$ cat src/rtl/avalon_bus_arbiter.sv
// Two-master, one-slave Avalon-MM arbiter. It grants round-robin and holds a grant for one
// whole transaction. A sticky watchdog flags a slave that stalls too long.
module avalon_bus_arbiter #(
    parameter int ADDR_W  = 32,
    parameter int DATA_W  = 32,
    parameter int TIMEOUT = 255
) (
    input  logic                clk,
    input  logic                reset,

    input  logic [ADDR_W-1:0]   m0_address,
    input  logic                m0_read,
    input  logic                m0_write,
    input  logic [DATA_W-1:0]   m0_writedata,
    input  logic [DATA_W/8-1:0] m0_byteenable,
    output logic                m0_waitrequest,
    output logic [DATA_W-1:0]   m0_readdata,

    input  logic [ADDR_W-1:0]   m1_address,
    input  logic                m1_read,
    input  logic                m1_write,
    input  logic [DATA_W-1:0]   m1_writedata,
    input  logic [DATA_W/8-1:0] m1_byteenable,
    output logic                m1_waitrequest,
    output logic [DATA_W-1:0]   m1_readdata,

    output logic [ADDR_W-1:0]   s_address,
    output logic                s_read,
    output logic                s_write,
    output logic [DATA_W-1:0]   s_writedata,
    output logic [DATA_W/8-1:0] s_byteenable,
    input  logic                s_waitrequest,
    input  logic [DATA_W-1:0]   s_readdata,

    output logic [1:0]          grant,
    output logic                timeout_err,
    output logic [1:0]          dbg_state
);

    // Handshake: a master holds read/write with stable address/data until it sees
    // waitrequest low. That cycle is the single data/ack cycle. A waitrequest of 1
    // means the master is stalled and the master must not sample readdata.

    localparam int CNT_W = $clog2(TIMEOUT + 1);
    localparam logic [CNT_W-1:0] TMO_MAX = CNT_W'(TIMEOUT);
    localparam logic [CNT_W-1:0] TMO_SET = CNT_W'(TIMEOUT - 1);

    typedef enum logic [1:0] {
        IDLE = 2'd0,
        GNT0 = 2'd1,
        GNT1 = 2'd2
    } state_t;

    state_t             state;
    logic               last_owner;
    logic [CNT_W-1:0]   wait_cnt;
    logic               m0_req;
    logic               m1_req;

    assign m0_req    = m0_read | m0_write;
    assign m1_req    = m1_read | m1_write;
    assign dbg_state = state;

    always_ff @(posedge clk or negedge reset) begin
        if (!reset) begin
            state       <= IDLE;
            grant       <= 2'b00;
            last_owner  <= 1'b1;
            wait_cnt    <= '0;
            timeout_err <= 1'b0;
        end else begin
            case (state)
                IDLE: begin
                    // On a tie, the master that did not own the bus last time wins.
                    if (m0_req && (!m1_req || last_owner)) begin
                        state    <= GNT0;
                        grant    <= 2'b01;
                        wait_cnt <= '0;
                    end else if (m1_req) begin
                        state    <= GNT1;
                        grant    <= 2'b10;
                        wait_cnt <= '0;
                    end
                end
                GNT0: begin
                    if (!m0_req || !s_waitrequest) begin
                        state      <= IDLE;
                        grant      <= 2'b00;
                        last_owner <= 1'b0;
                    end
                end
                GNT1: begin
                    if (!m1_req || !s_waitrequest) begin
                        state      <= IDLE;
                        grant      <= 2'b00;
                        last_owner <= 1'b1;
                    end
                end
                default: begin
                    state <= IDLE;
                    grant <= 2'b00;
                end
            endcase

            // The watchdog only observes. It does not abort the transaction, and the count saturates.
            if (state != IDLE && s_waitrequest) begin
                if (wait_cnt != TMO_MAX)
                    wait_cnt <= wait_cnt + 1'b1;
                if (wait_cnt >= TMO_SET)
                    timeout_err <= 1'b1;
            end
        end
    end

    always_comb begin
        s_address      = '0;
        s_read         = 1'b0;
        s_write        = 1'b0;
        s_writedata    = '0;
        s_byteenable   = '0;
        m0_waitrequest = 1'b1;
        m1_waitrequest = 1'b1;
        m0_readdata    = s_readdata;
        m1_readdata    = s_readdata;
        case (state)
            GNT0: begin
                s_address      = m0_address;
                s_write        = m0_write;
                s_read         = m0_read & ~m0_write;
                s_writedata    = m0_writedata;
                s_byteenable   = m0_byteenable;
                m0_waitrequest = s_waitrequest;
            end
            GNT1: begin
                s_address      = m1_address;
                s_write        = m1_write;
                s_read         = m1_read & ~m1_write;
                s_writedata    = m1_writedata;
                s_byteenable   = m1_byteenable;
                m1_waitrequest = s_waitrequest;
            end
            default: ;
        endcase
    end

endmodule

$ cat config.mk
export PLATFORM = sky130hd
export DESIGN_NAME = avalon_bus_arbiter
export DESIGN_NICKNAME = d
export VERILOG_FILES = /design/src/rtl/avalon_bus_arbiter.sv
export SDC_FILE = /design/constraint.sdc
export NUM_CORES = 1
export LEC_CHECK = 0
export BUFFER_PORTS_ARGS = -buffer_cell sky130_fd_sc_hd__buf_4
export CAP_MARGIN = 0
export CORE_AREA = 3 3 121 123
export CTS_BUF_LIST = sky130_fd_sc_hd__clkbuf_8
export DETAILED_ROUTE_END_ITERATION = 7
export DIE_AREA = 0 0 124 126
export PLACE_DENSITY = 0.57
export SETUP_SLACK_MARGIN = 0.1
export SYNTH_ARGS = -nofsm -noshare
export SYNTH_HDL_FRONTEND = slang
export SYNTH_SLANG_ARGS = --single-unit
$ cat constraint.sdc
create_clock -name clk -period 4.7 [get_ports clk]
set_input_delay 0.94 -clock clk [delete_from_list [all_inputs] [get_ports clk]]
set_output_delay 0.94 -clock clk [all_outputs]
set_load 0.05 [all_outputs]
==> results.py, run 1 <==
metrics = {
    "grt": {
        "antenna_found_initial": 0,
        "grt.total_usage_pct": 9.72,
        "grt_max_degree": 74,
        "grt_pass1_vias": 2576,
        "grt_pass1_wl_um": 12400,
        "overflow": 0,
    },
    "cells_and_area": {
        "drive_gt1_share_pct": 53.3,
        "n_fill_cell": 1489,
        "regArea_um2": 302,
        "final_common_cell": "buf_4",
        "n_antenna_cell": 0,
        "final_cell_mix": "221 x buf_4, 71 x nor2b_1, 69 x a22oi_1, 11 x dfrtp_1, 9 x nand2_1",
        "design_area_um2": 3660,
        "final_nets": 624,
        "synthToLayoutAreaGrowth_pct": 57.5,
        "multiInputGateArea_um2": 1420,
        "final_cells": 623,
    },
    "worst_setup_path": {
        "endpoint": "s_address[8]",
        "reg2reg_slack_ns": 2.22,
        "worst_setup_path_start_kind": "flop",
        "cp_slowest_cell": "buf_4",
        "max_stage_delay_ns": 0.54,
        "cp_top_family": "buffers and inverters",
        "cp_num_buf_inv": 3,
        "critPathKind": "reg -> out",
        "cp_max_fo": 50,
        "reg2reg_from": "dbg_state[0]",
        "crit_required_ns": 3.76,
        "cp.arrival_ns": 2.44,
        "r2r-end": "dbg_state[1]",
        "worst_setup_path_end_kind": "output port",
        "critical_path.startpoint": "dbg_state[0]",
        "cpMostUsedCell": "buf_4",
        "worst-path-stages": 6,
        "crit_path_cell_trace": "inv_1, ha_2, buf_4, a22oi_1, nor2b_1, buf_4",
        "rr_worst_depth": 6,
    },
    "routing": {
        "drtIter0Drc": 108,
        "routed_wl_um": 8950,
        "first_pass_iters": 4,
        "vias": 2717,
        "wl_per_cell_um": 14.4,
        "ant_nets": 0,
        "vias_per_cell": 4.36,
        "remaining_drc_errors": 0,
    },
    "floorplanning": {
        "fp.dieH_um": 126,
        "die-area_um2": 15600,
        "die_w_um": 124,
        "num_io_pins": 316,
        "core_area_um2": 13800,
        "rows": 43,
        "initial_core_util_pct": 16.9,
    },
    "timing": {
        "rsz0062_at_grt": "no",
        "fin_crit_ns": 3.38,
        "holdWs_ns": 0.471,
        "fmax_ghz": 0.296,
        "slew_headroom_pct": 32.2,
        "finalHoldViolations": 0,
        "worstMarginPinSlew_ns": 1.02,
        "tns_ns": 0,
        "drv_slew": 0,
        "setup_viol": 0,
        "finClkSkew_ns": 0.00961,
        "period_share_pct": 71.9,
    },
    "synth": {
        "ys_types": 42,
        "synth_area_per_cell_um2": 7.53,
        "yosys.area.top_type": "a22oi_1",
        "synth_ff_type": "dfrtp_1",
        "synthesis.area_um2": 2330,
        "synth_area_leaders": "a22oi_1 22%, buf_4 22%, nor2b_1 19%",
        "synth_cells": 309,
        "synth_top_area_share_pct": 22.3,
        "synth-warning-count": 0,
        "synthArstFlopShare_pct": 100,
        "synth_seq_area_share_pct": 13.0,
        "synth_seq_cells": 12,
        "synth-edff-count": 0,
        "syn_nets": 489,
    },
    "clock_network": {
        "clockBufferDepth": 2,
        "h-tree-depth": 1,
        "cts_tree": "yes",
        "ctsHoldBuffers": 0,
        "clk_pin_slew_ns": 0.06,
        "cts_sinks": 12,
        "post_cts_resized": 0,
        "cts_setup_buffers": 0,
        "cts_buffers": 3,
        "clock_latency_ns": 0.24,
        "root_buffer": "clkbuf_8",
    },
    "flow_run": {
        "cap_violations": 0,
    },
    "placed_design": {
        "portBuffers": 219,
        "dp_hpwl_um": 7010,
        "dpl-instance-area_um2": 3620,
        "place_congestion": 0.798,
        "dp.cells": 619,
    },
    "power_and_ir_drop": {
        "ir_drop_mv": 0.262,
        "p_seq_share_pct": 7.4,
        "p_clk_share_pct": 4.6,
        "sw_frac_of_total_pct": 61.0,
        "pwr-share-comb_pct": 88.1,
        "pwr_density_cell_nw_per_um2": 582,
        "switchingPower_mw": 1.30,
        "intPower_uw": 832,
        "p_leak_nw": 1.68,
    },
    "hold_path": {
        "hold_path_class": "reg -> reg",
    },
    "run_status": {
        "status": "complete, no violations",
    },
}
worst min path at each step:
stage | slack, ns | startpoint | cells past startpoint | endpoint
floorplan | 0.49 | wait_cnt[6] | 1 | wait_cnt[6]
global route | 0.50 | timeout_err | 1 | timeout_err
global placement | 0.46 | timeout_err | 1 | timeout_err
detailed placement | 0.46 | timeout_err | 1 | timeout_err
CTS | 0.48 | timeout_err | 1 | timeout_err
finish | 0.47 | timeout_err | 1 | timeout_err
synth_stat cells (all sizes together) (2+ instances only):
library cell and count:
a21oi 2, nand2b 3, inv 3, a31oi 2
buf 74, nand2 9, dfrtp 11, nor2 3
nor2b 71, clkbuf 17, a22oi 69, o21ai 8
ha 5, a32o 2, nand3 8
layer usage:
| layer | track usage, % | vias up | routed length [um] |
|---|---|---|---|
| li1 | - | 1302 | - |
| met1 | 11.2 | 1204 | 3450 |
| met2 | 17.3 | 180 | 4270 |
| met3 | 2.47 | 31 | 1040 |
| met4 | 2.96 | 0 | 192 |
| met5 | 0 | - | 0 |
power groups by stage:
stage / combinational [mW] / sequential, mW / clock (mW)
after floorplan: 1.48 / 0.174 / 0
after detailed placement: 1.89 / 0.158 / 0
final: 1.88 / 0.157 / 0.0973
after CTS: 1.89 / 0.157 / 0.101
after global placement: 1.87 / 0.156 / 0
after global routing: 1.99 / 0.162 / 0.105
layout make-up:
cell class	count	area share, %
sequential	12	8.23
inverter	3	0.307
tap	180	6.15
clock buffer	3	1.13
clock inverter	1	0.102
multi-input combinational	203	38.8
timing repair buffer	221	45.3
sequential cells by signal, indices dropped and copies added, names as in the netlist:
signal,count
dbg_state,2
timeout_err,1
last_owner,1
wait_cnt,8
stage by stage:
stage | power, mW | utilization [%] | setup slack, ns
2_1_floorplan | 1.66 | - | 1.59
3_3_place_gp | 2.02 | 26.3 | 1.66
3_5_place_dp | 2.05 | 26.3 | 1.59
4_1_cts | 2.15 | 26.6 | 1.32
5_1_grt | 2.26 | 26.6 | 1.14
6_report | 2.13 | 26.6 | 1.32
logic make-up (layout without fill, tap and decap cells):
group / after synthesis / in the layout / share of synthesized area [%]
and+or+nand+nor: 103 / 103 / 27.2
buffers and inverters: 94 / 228 / 26.3
AOI/OAI and AO/OA: 93 / 93 / 29.9
DFF: 12 / 12 / 13.0
adders and majority gates: 5 / 5 / 2.69
xor gates and xnor gates: 1 / 1 / 0.377
muxes: 1 / 1 / 0.645
No activity file was read; power rests on OpenSTA's default activity.
==> inputs of run 2 (changes only) <==
--- a/config.mk
+++ b/config.mk
@@ -11,7 +11,7 @@
 export CTS_BUF_LIST = sky130_fd_sc_hd__clkbuf_8
 export DETAILED_ROUTE_END_ITERATION = 7
 export DIE_AREA = 0 0 124 126
-export PLACE_DENSITY = 0.57
+export PLACE_DENSITY = 0.59
 export SETUP_SLACK_MARGIN = 0.1
 export SYNTH_ARGS = -nofsm -noshare
 export SYNTH_HDL_FRONTEND = slang
==> constraint.sdc (replaced) <==
create_clock -name clk -period 2.9 [get_ports clk]
set_input_delay 0.58 -clock clk [delete_from_list [all_inputs] [get_ports clk]]
set_output_delay 0.58 -clock clk [all_outputs]
set_load 0.05 [all_outputs]
==> run 2 against run 1 <==
Compared with the run above: die area stayed put; cell area is 1.2% higher; final cell count is 0.64% higher; critical path depth is 1 lower; first-iteration DRC count is 8.3% higher; clock skew is 0.0044 ns lower; clock power is 61% higher; worst hold slack worse by 0.30 ns; power is 66% higher.
==> results.py, run 2 (synthesis results as in run 1) <==
metrics = {
    "run_status": {
        "status": "complete, no violations",
    },
    "floorplanning": {
        "initial_core_util_pct": 16.9,
        "die-area_um2": 15600,
        "fp.dieH_um": 126,
        "die_w_um": 124,
        "num_io_pins": 316,
        "core_area_um2": 13800,
        "rows": 43,
    },
    "power_and_ir_drop": {
        "p_seq_share_pct": 7.1,
        "p_clk_share_pct": 4.5,
        "p_leak_nw": 1.70,
        "switchingPower_mw": 2.13,
        "pwr-share-comb_pct": 88.4,
        "pwr_density_cell_nw_per_um2": 952,
        "ir_drop_mv": 0.395,
        "total_power_mw": 3.53,
        "sw_frac_of_total_pct": 60.3,
        "intPower_mw": 1.40,
    },
    "grt": {
        "overflow": 0,
        "grt_max_degree": 44,
        "antenna_found_initial": 0,
        "grt_pass1_wl_um": 13800,
        "grt.total_usage_pct": 11.2,
        "grt_pass1_vias": 2650,
    },
    "cells_and_area": {
        "utilization_pct": 26.9,
        "multiInputGateArea_um2": 1420,
        "final_common_cell": "buf_4",
        "drive_gt1_share_pct": 53.7,
        "n_fill_cell": 1504,
        "n_antenna_cell": 0,
        "synthToLayoutAreaGrowth_pct": 59.3,
        "final_cell_mix": "224 x buf_4, 71 x nor2b_1, 69 x a22oi_1, 11 x dfrtp_1, 9 x nand2_1",
        "regArea_um2": 302,
        "largest_register_ff_count": 8,
        "final_nets": 628,
        "regMostFlops": "wait_cnt",
    },
    "clock_network": {
        "root_buffer": "clkbuf_8",
        "cts_tree": "yes",
        "cts_sinks": 12,
        "cts_buffers": 3,
        "clockBufferDepth": 2,
        "clk_pin_slew_ns": 0.06,
        "h-tree-depth": 1,
        "ctsHoldBuffers": 0,
        "clock_latency_ns": 0.24,
        "post_cts_resized": 0,
        "cts_setup_buffers": 0,
    },
    "timing": {
        "drv_slew": 0,
        "setup_viol": 0,
        "fin_crit_ns": 2.55,
        "finalHoldViolations": 0,
        "holdWs_ns": 0.167,
        "slew_headroom_pct": 53.5,
        "tns_ns": 0,
        "period_share_pct": 87.8,
        "setup_slack_ns": 0.354,
        "rsz0062_at_grt": "no",
        "finClkSkew_ns": 0.00521,
        "fmax_ghz": 0.393,
        "worstMarginPinSlew_ns": 0.695,
    },
    "worst_setup_path": {
        "cp_max_fo": 23,
        "reg2reg_from": "dbg_state[0]",
        "max_stage_delay_ns": 0.50,
        "crit_required_ns": 2.32,
        "cp_slowest_cell": "ha_2",
        "worst_setup_path_start_kind": "flop",
        "r2r-end": "wait_cnt[3]",
        "worst_setup_path_end_kind": "output port",
        "cp.arrival_ns": 1.97,
        "cpMostUsedCell": "buf_4",
        "reg2reg_slack_ns": 0.78,
        "rr_worst_depth": 6,
        "crit_path_cell_trace": "inv_1, ha_2, buf_4, nor2b_1, buf_4",
        "critPathKind": "reg -> out",
    },
    "placed_design": {
        "dp_hpwl_um": 8240,
        "pre_cts_ws_ns": 0.529,
        "portBuffers": 219,
        "place_congestion": 0.760,
    },
    "routing": {
        "wl_met1_um": 3560,
        "vias_per_cell": 4.41,
        "drtIter0Drc": 117,
        "vias": 2763,
        "remaining_drc_errors": 0,
        "wl_met2_um": 5210,
        "routed_wl_um": 10000,
        "first_pass_iters": 4,
        "topRoutingLayerUsed": "met4",
        "ant_nets": 0,
        "wl_met3_um": 1140,
        "wl_per_cell_um": 16.0,
    },
    "hold_path": {
        "hold_path_class": "in -> async",
    },
    "flow_run": {
        "cap_violations": 0,
    },
}
-- run 2: cell types whose count changed in the layout (fill, tap and decap cells not counted), sizes merged --
cell	delta
buf	+4
-- run 2: worst max-delay path by stage --
| stage | from | slack, ns | endpoint | cells after the start |
|---|---|---|---|---|
| floorplan | dbg_state[1] | 0.15 | s_address[11] | 5 |
| global placement | dbg_state[0] | 0.62 | s_address[11] | 5 |
| detailed placement | dbg_state[0] | 0.53 | s_address[11] | 5 |
| CTS | dbg_state[0] | 0.28 | s_address[11] | 5 |
| global route | dbg_state[0] | 0.18 | s_address[11] | 5 |
| finish | dbg_state[0] | 0.35 | s_address[11] | 5 |
-- run 2: stage by stage --
| stage | cell area [um^2] | cells |
|---|---|---|
| finish | 3710 | 627 |
| global route | 3710 | 627 |
| CTS | 3710 | 627 |
| detailed placement | 3660 | 623 |
| global placement | 3660 | 623 |
| floorplan | 2330 | 309 |
-- run 2: worst max-delay path, delay by kind of cell (launching register included) --
family,cells,cell delay [ns]
buffers and inverters,3,0.59
adder cells (fa/ha/maj),1,0.50
flip-flops,1,0.43
AND/OR/NAND/NOR,1,0.20
-- run 2: cell type report --
cell class	count	share of cell area, %
Inverter	3	0.304
Multi-Input combinational cell	203	38.4
Timing Repair Buffer	225	45.9
Sequential cell	12	8.14
Clock inverter	1	0.101
Clock buffer	3	1.11
Tap cell	180	6.08
-- run 2: layer usage --
| layer | GRT usage [%] | vias to the layer above |
|---|---|---|
| met3 | 2.65 | 19 |
| met4 | 2.51 | 0 |
| met2 | 22.0 | 166 |
| met5 | 0 | - |
| met1 | 11.6 | 1267 |
| li1 | - | 1311 |
-- run 2: power by group through the flow --
stage / registers, mW / logic (mW) / clock network (mW)
6_report: 0.251 / 3.12 / 0.157
5_1_grt: 0.258 / 3.32 / 0.166
3_5_place_dp: 0.254 / 3.16 / 0
3_3_place_gp: 0.248 / 3.12 / 0
4_1_cts: 0.252 / 3.17 / 0.161
2_1_floorplan: 0.282 / 2.41 / 0
==> inputs of run 3 (changes only) <==
--- a/config.mk
+++ b/config.mk
@@ -11,6 +11,7 @@
 export CTS_BUF_LIST = sky130_fd_sc_hd__clkbuf_8
 export DETAILED_ROUTE_END_ITERATION = 7
 export DIE_AREA = 0 0 124 126
+export GPL_TIMING_DRIVEN = 0
 export PLACE_DENSITY = 0.59
 export SETUP_SLACK_MARGIN = 0.1
 export SYNTH_ARGS = -nofsm -noshare
==> run 3 against run 2 <==
Compared with the run above: worst setup slack got worse by 0.12 ns; clock power rose by 17%; critical path depth rose by 2; sequential power rose by 2%; count of clock-buffer cells in the layout rose by 1; highest routed layer unchanged; clock skew fell by 0.0048 ns; final cell count rose by 24%; fmax fell by 4.5%.
==> results.py, run 3 (synthesis results as in run 1) <==
metrics = {
    "cells_and_area": {
        "regMostFlops": "wait_cnt",
        "design_area_um2": 4760,
        "n_antenna_cell": 0,
        "largest_register_ff_count": 8,
        "final_nets": 777,
        "drive_gt1_share_pct": 64.8,
        "synthToLayoutAreaGrowth_pct": 105,
        "final_cell_mix": "352 x buf_4, 71 x nor2b_1, 69 x a22oi_1, 15 x clkbuf_2, 11 x dfrtp_1",
        "final_common_cell": "buf_4",
    },
    "timing": {
        "rsz0062_at_grt": "yes",
        "worstMarginPinSlew_ns": 0.331,
        "fmax_ghz": 0.375,
        "setup_viol": 0,
        "setup_slack_ns": 0.234,
        "drv_slew": 0,
        "fin_crit_ns": 2.67,
        "tns_ns": 0,
        "finClkSkew_ns": 0.000370,
        "finalHoldViolations": 0,
        "period_share_pct": 91.9,
        "slew_headroom_pct": 77.7,
    },
    "power_and_ir_drop": {
        "switchingPower_mw": 2.40,
        "sw_frac_of_total_pct": 60.2,
        "p_clk_share_pct": 4.6,
        "intPower_mw": 1.59,
        "p_seq_share_pct": 6.4,
        "pwr-share-comb_pct": 89.0,
        "p_leak_nw": 2.41,
        "pwr_density_cell_nw_per_um2": 836,
        "ir_drop_mv": 0.391,
    },
    "worst_setup_path": {
        "r2r-end": "wait_cnt[3]",
        "crit_required_ns": 2.32,
        "worst_setup_path_start_kind": "flop",
        "cp_max_fo": 10,
        "worst_setup_path_end_kind": "output port",
        "reg2reg_from": "wait_cnt[1]",
        "rr_worst_depth": 5,
        "reg2reg_slack_ns": 1.09,
        "cp.arrival_ns": 2.09,
        "critPathKind": "reg -> out",
    },
    "floorplanning": {
        "rows": 43,
        "initial_core_util_pct": 16.9,
        "die-area_um2": 15600,
        "fp.dieH_um": 126,
        "num_io_pins": 316,
        "core_area_um2": 13800,
        "die_w_um": 124,
    },
    "routing": {
        "routed_wl_um": 11700,
        "vias_per_cell": 4.26,
        "first_pass_iters": 4,
        "drtIter0Drc": 143,
        "vias": 3303,
        "wl_per_cell_um": 15.1,
        "remaining_drc_errors": 0,
        "ant_nets": 0,
    },
    "placed_design": {
        "portBuffers": 283,
        "place_congestion": 0.766,
        "dpl-instance-area_um2": 4680,
        "pre_cts_ws_ns": 0.135,
        "dp_hpwl_um": 10000,
    },
    "clock_network": {
        "clockBufferDepth": 2,
        "root_buffer": "clkbuf_8",
        "h-tree-depth": 1,
        "clk_pin_slew_ns": 0.05,
        "cts_buffers": 3,
        "ctsHoldBuffers": 0,
        "cts_tree": "yes",
        "cts_setup_buffers": 0,
        "cts_sinks": 12,
        "clock_latency_ns": 0.24,
    },
    "grt": {
        "antenna_found_initial": 0,
        "grt_max_degree": 13,
        "grt.total_usage_pct": 13.2,
        "overflow": 0,
        "grt_pass1_wl_um": 16600,
        "grt_pass1_vias": 3210,
    },
    "flow_run": {
        "cap_violations": 0,
    },
    "hold_path": {
        "hold_path_class": "in -> async",
    },
    "run_status": {
        "status": "complete, no violations",
    },
}
-- run 3: cell types whose count changed in the layout (fill, tap and decap cells not counted) --
cell | previous run | this run
buf_2 | 0 | 3
ha_2 | 3 | 1
ha_1 | 2 | 4
inv_1 | 4 | 3
clkbuf_8 | 3 | 4
clkbuf_2 | 0 | 15
clkbuf_4 | 0 | 2
clkbuf_1 | 0 | 2
buf_4 | 224 | 352
buf_12 | 1 | 0
-- run 3: cell type report --
class / instances / area, um^2
clock buffer: 4 / 55.1
fill: 1448 / 9010
buffer: 91 / 631
inverter: 3 / 11.3
multi-input combinational: 203 / 1420
tap: 180 / 225
timing repair buffer: 283 / 2120
sequential: 12 / 302
-- run 3: worst max-delay path by stage --
stage	from	endpoint	slack, ns	cells after the start
2_1_floorplan	dbg_state[1]	s_address[11]	0.15	5
3_3_place_gp	dbg_state[1]	s_read	0.17	8
3_5_place_dp	dbg_state[0]	s_read	0.14	8
4_1_cts	dbg_state[1]	s_read	0.09	8
5_1_grt	dbg_state[0]	s_address[11]	0.1	7
6_report	dbg_state[0]	s_writedata[11]	0.23	7
-- run 3: worst max-delay path, cell delays in order (launching register included) --
cell	delay (ns)
dfrtp_1	0.48
inv_1	0.10
ha_1	0.20
buf_2	0.20
buf_2	0.23
a22oi_1	0.34
nor2b_1	0.09
buf_4	0.20
-- run 3: metal layers --
layer,share of wire (%),vias up,GRT usage [%],routed length [um]
li1,-,1613,-,-
met1,36,1471,15.2,4190
met2,53,212,25.8,6140
met3,11,7,1.93,1270
met4,0.67,0,1.93,78
met5,0,-,0,0
-- run 3: power by group through the flow --
| stage | Sequential [mW] | Combinational (mW) | Clock (mW) |
|---|---|---|---|
| global route | 0.263 | 3.79 | 0.196 |
| CTS | 0.256 | 3.56 | 0.188 |
| finish | 0.256 | 3.54 | 0.184 |
| detailed placement | 0.259 | 3.53 | 0 |
| floorplan | 0.282 | 2.41 | 0 |
| global placement | 0.254 | 3.50 | 0 |
-- run 3: per-stage QoR --
stage | total power, mW | hold WS, ns | instances | util [%]
floorplan | 2.69 | 0.284 | 309 | -
global placement | 3.76 | 0.427 | 772 | 33.9
detailed placement | 3.79 | 0.427 | 772 | 33.9
CTS | 4.00 | 0.165 | 776 | 34.4
global route | 4.24 | 0.168 | 776 | 34.6
finish | 3.99 | 0.164 | 776 | 34.6
-- run 3: what timing repair did --
item                       CTS  global route
gates resized for setup      7            29
setup endpoints to repair   27            53
gates cloned                 0             0
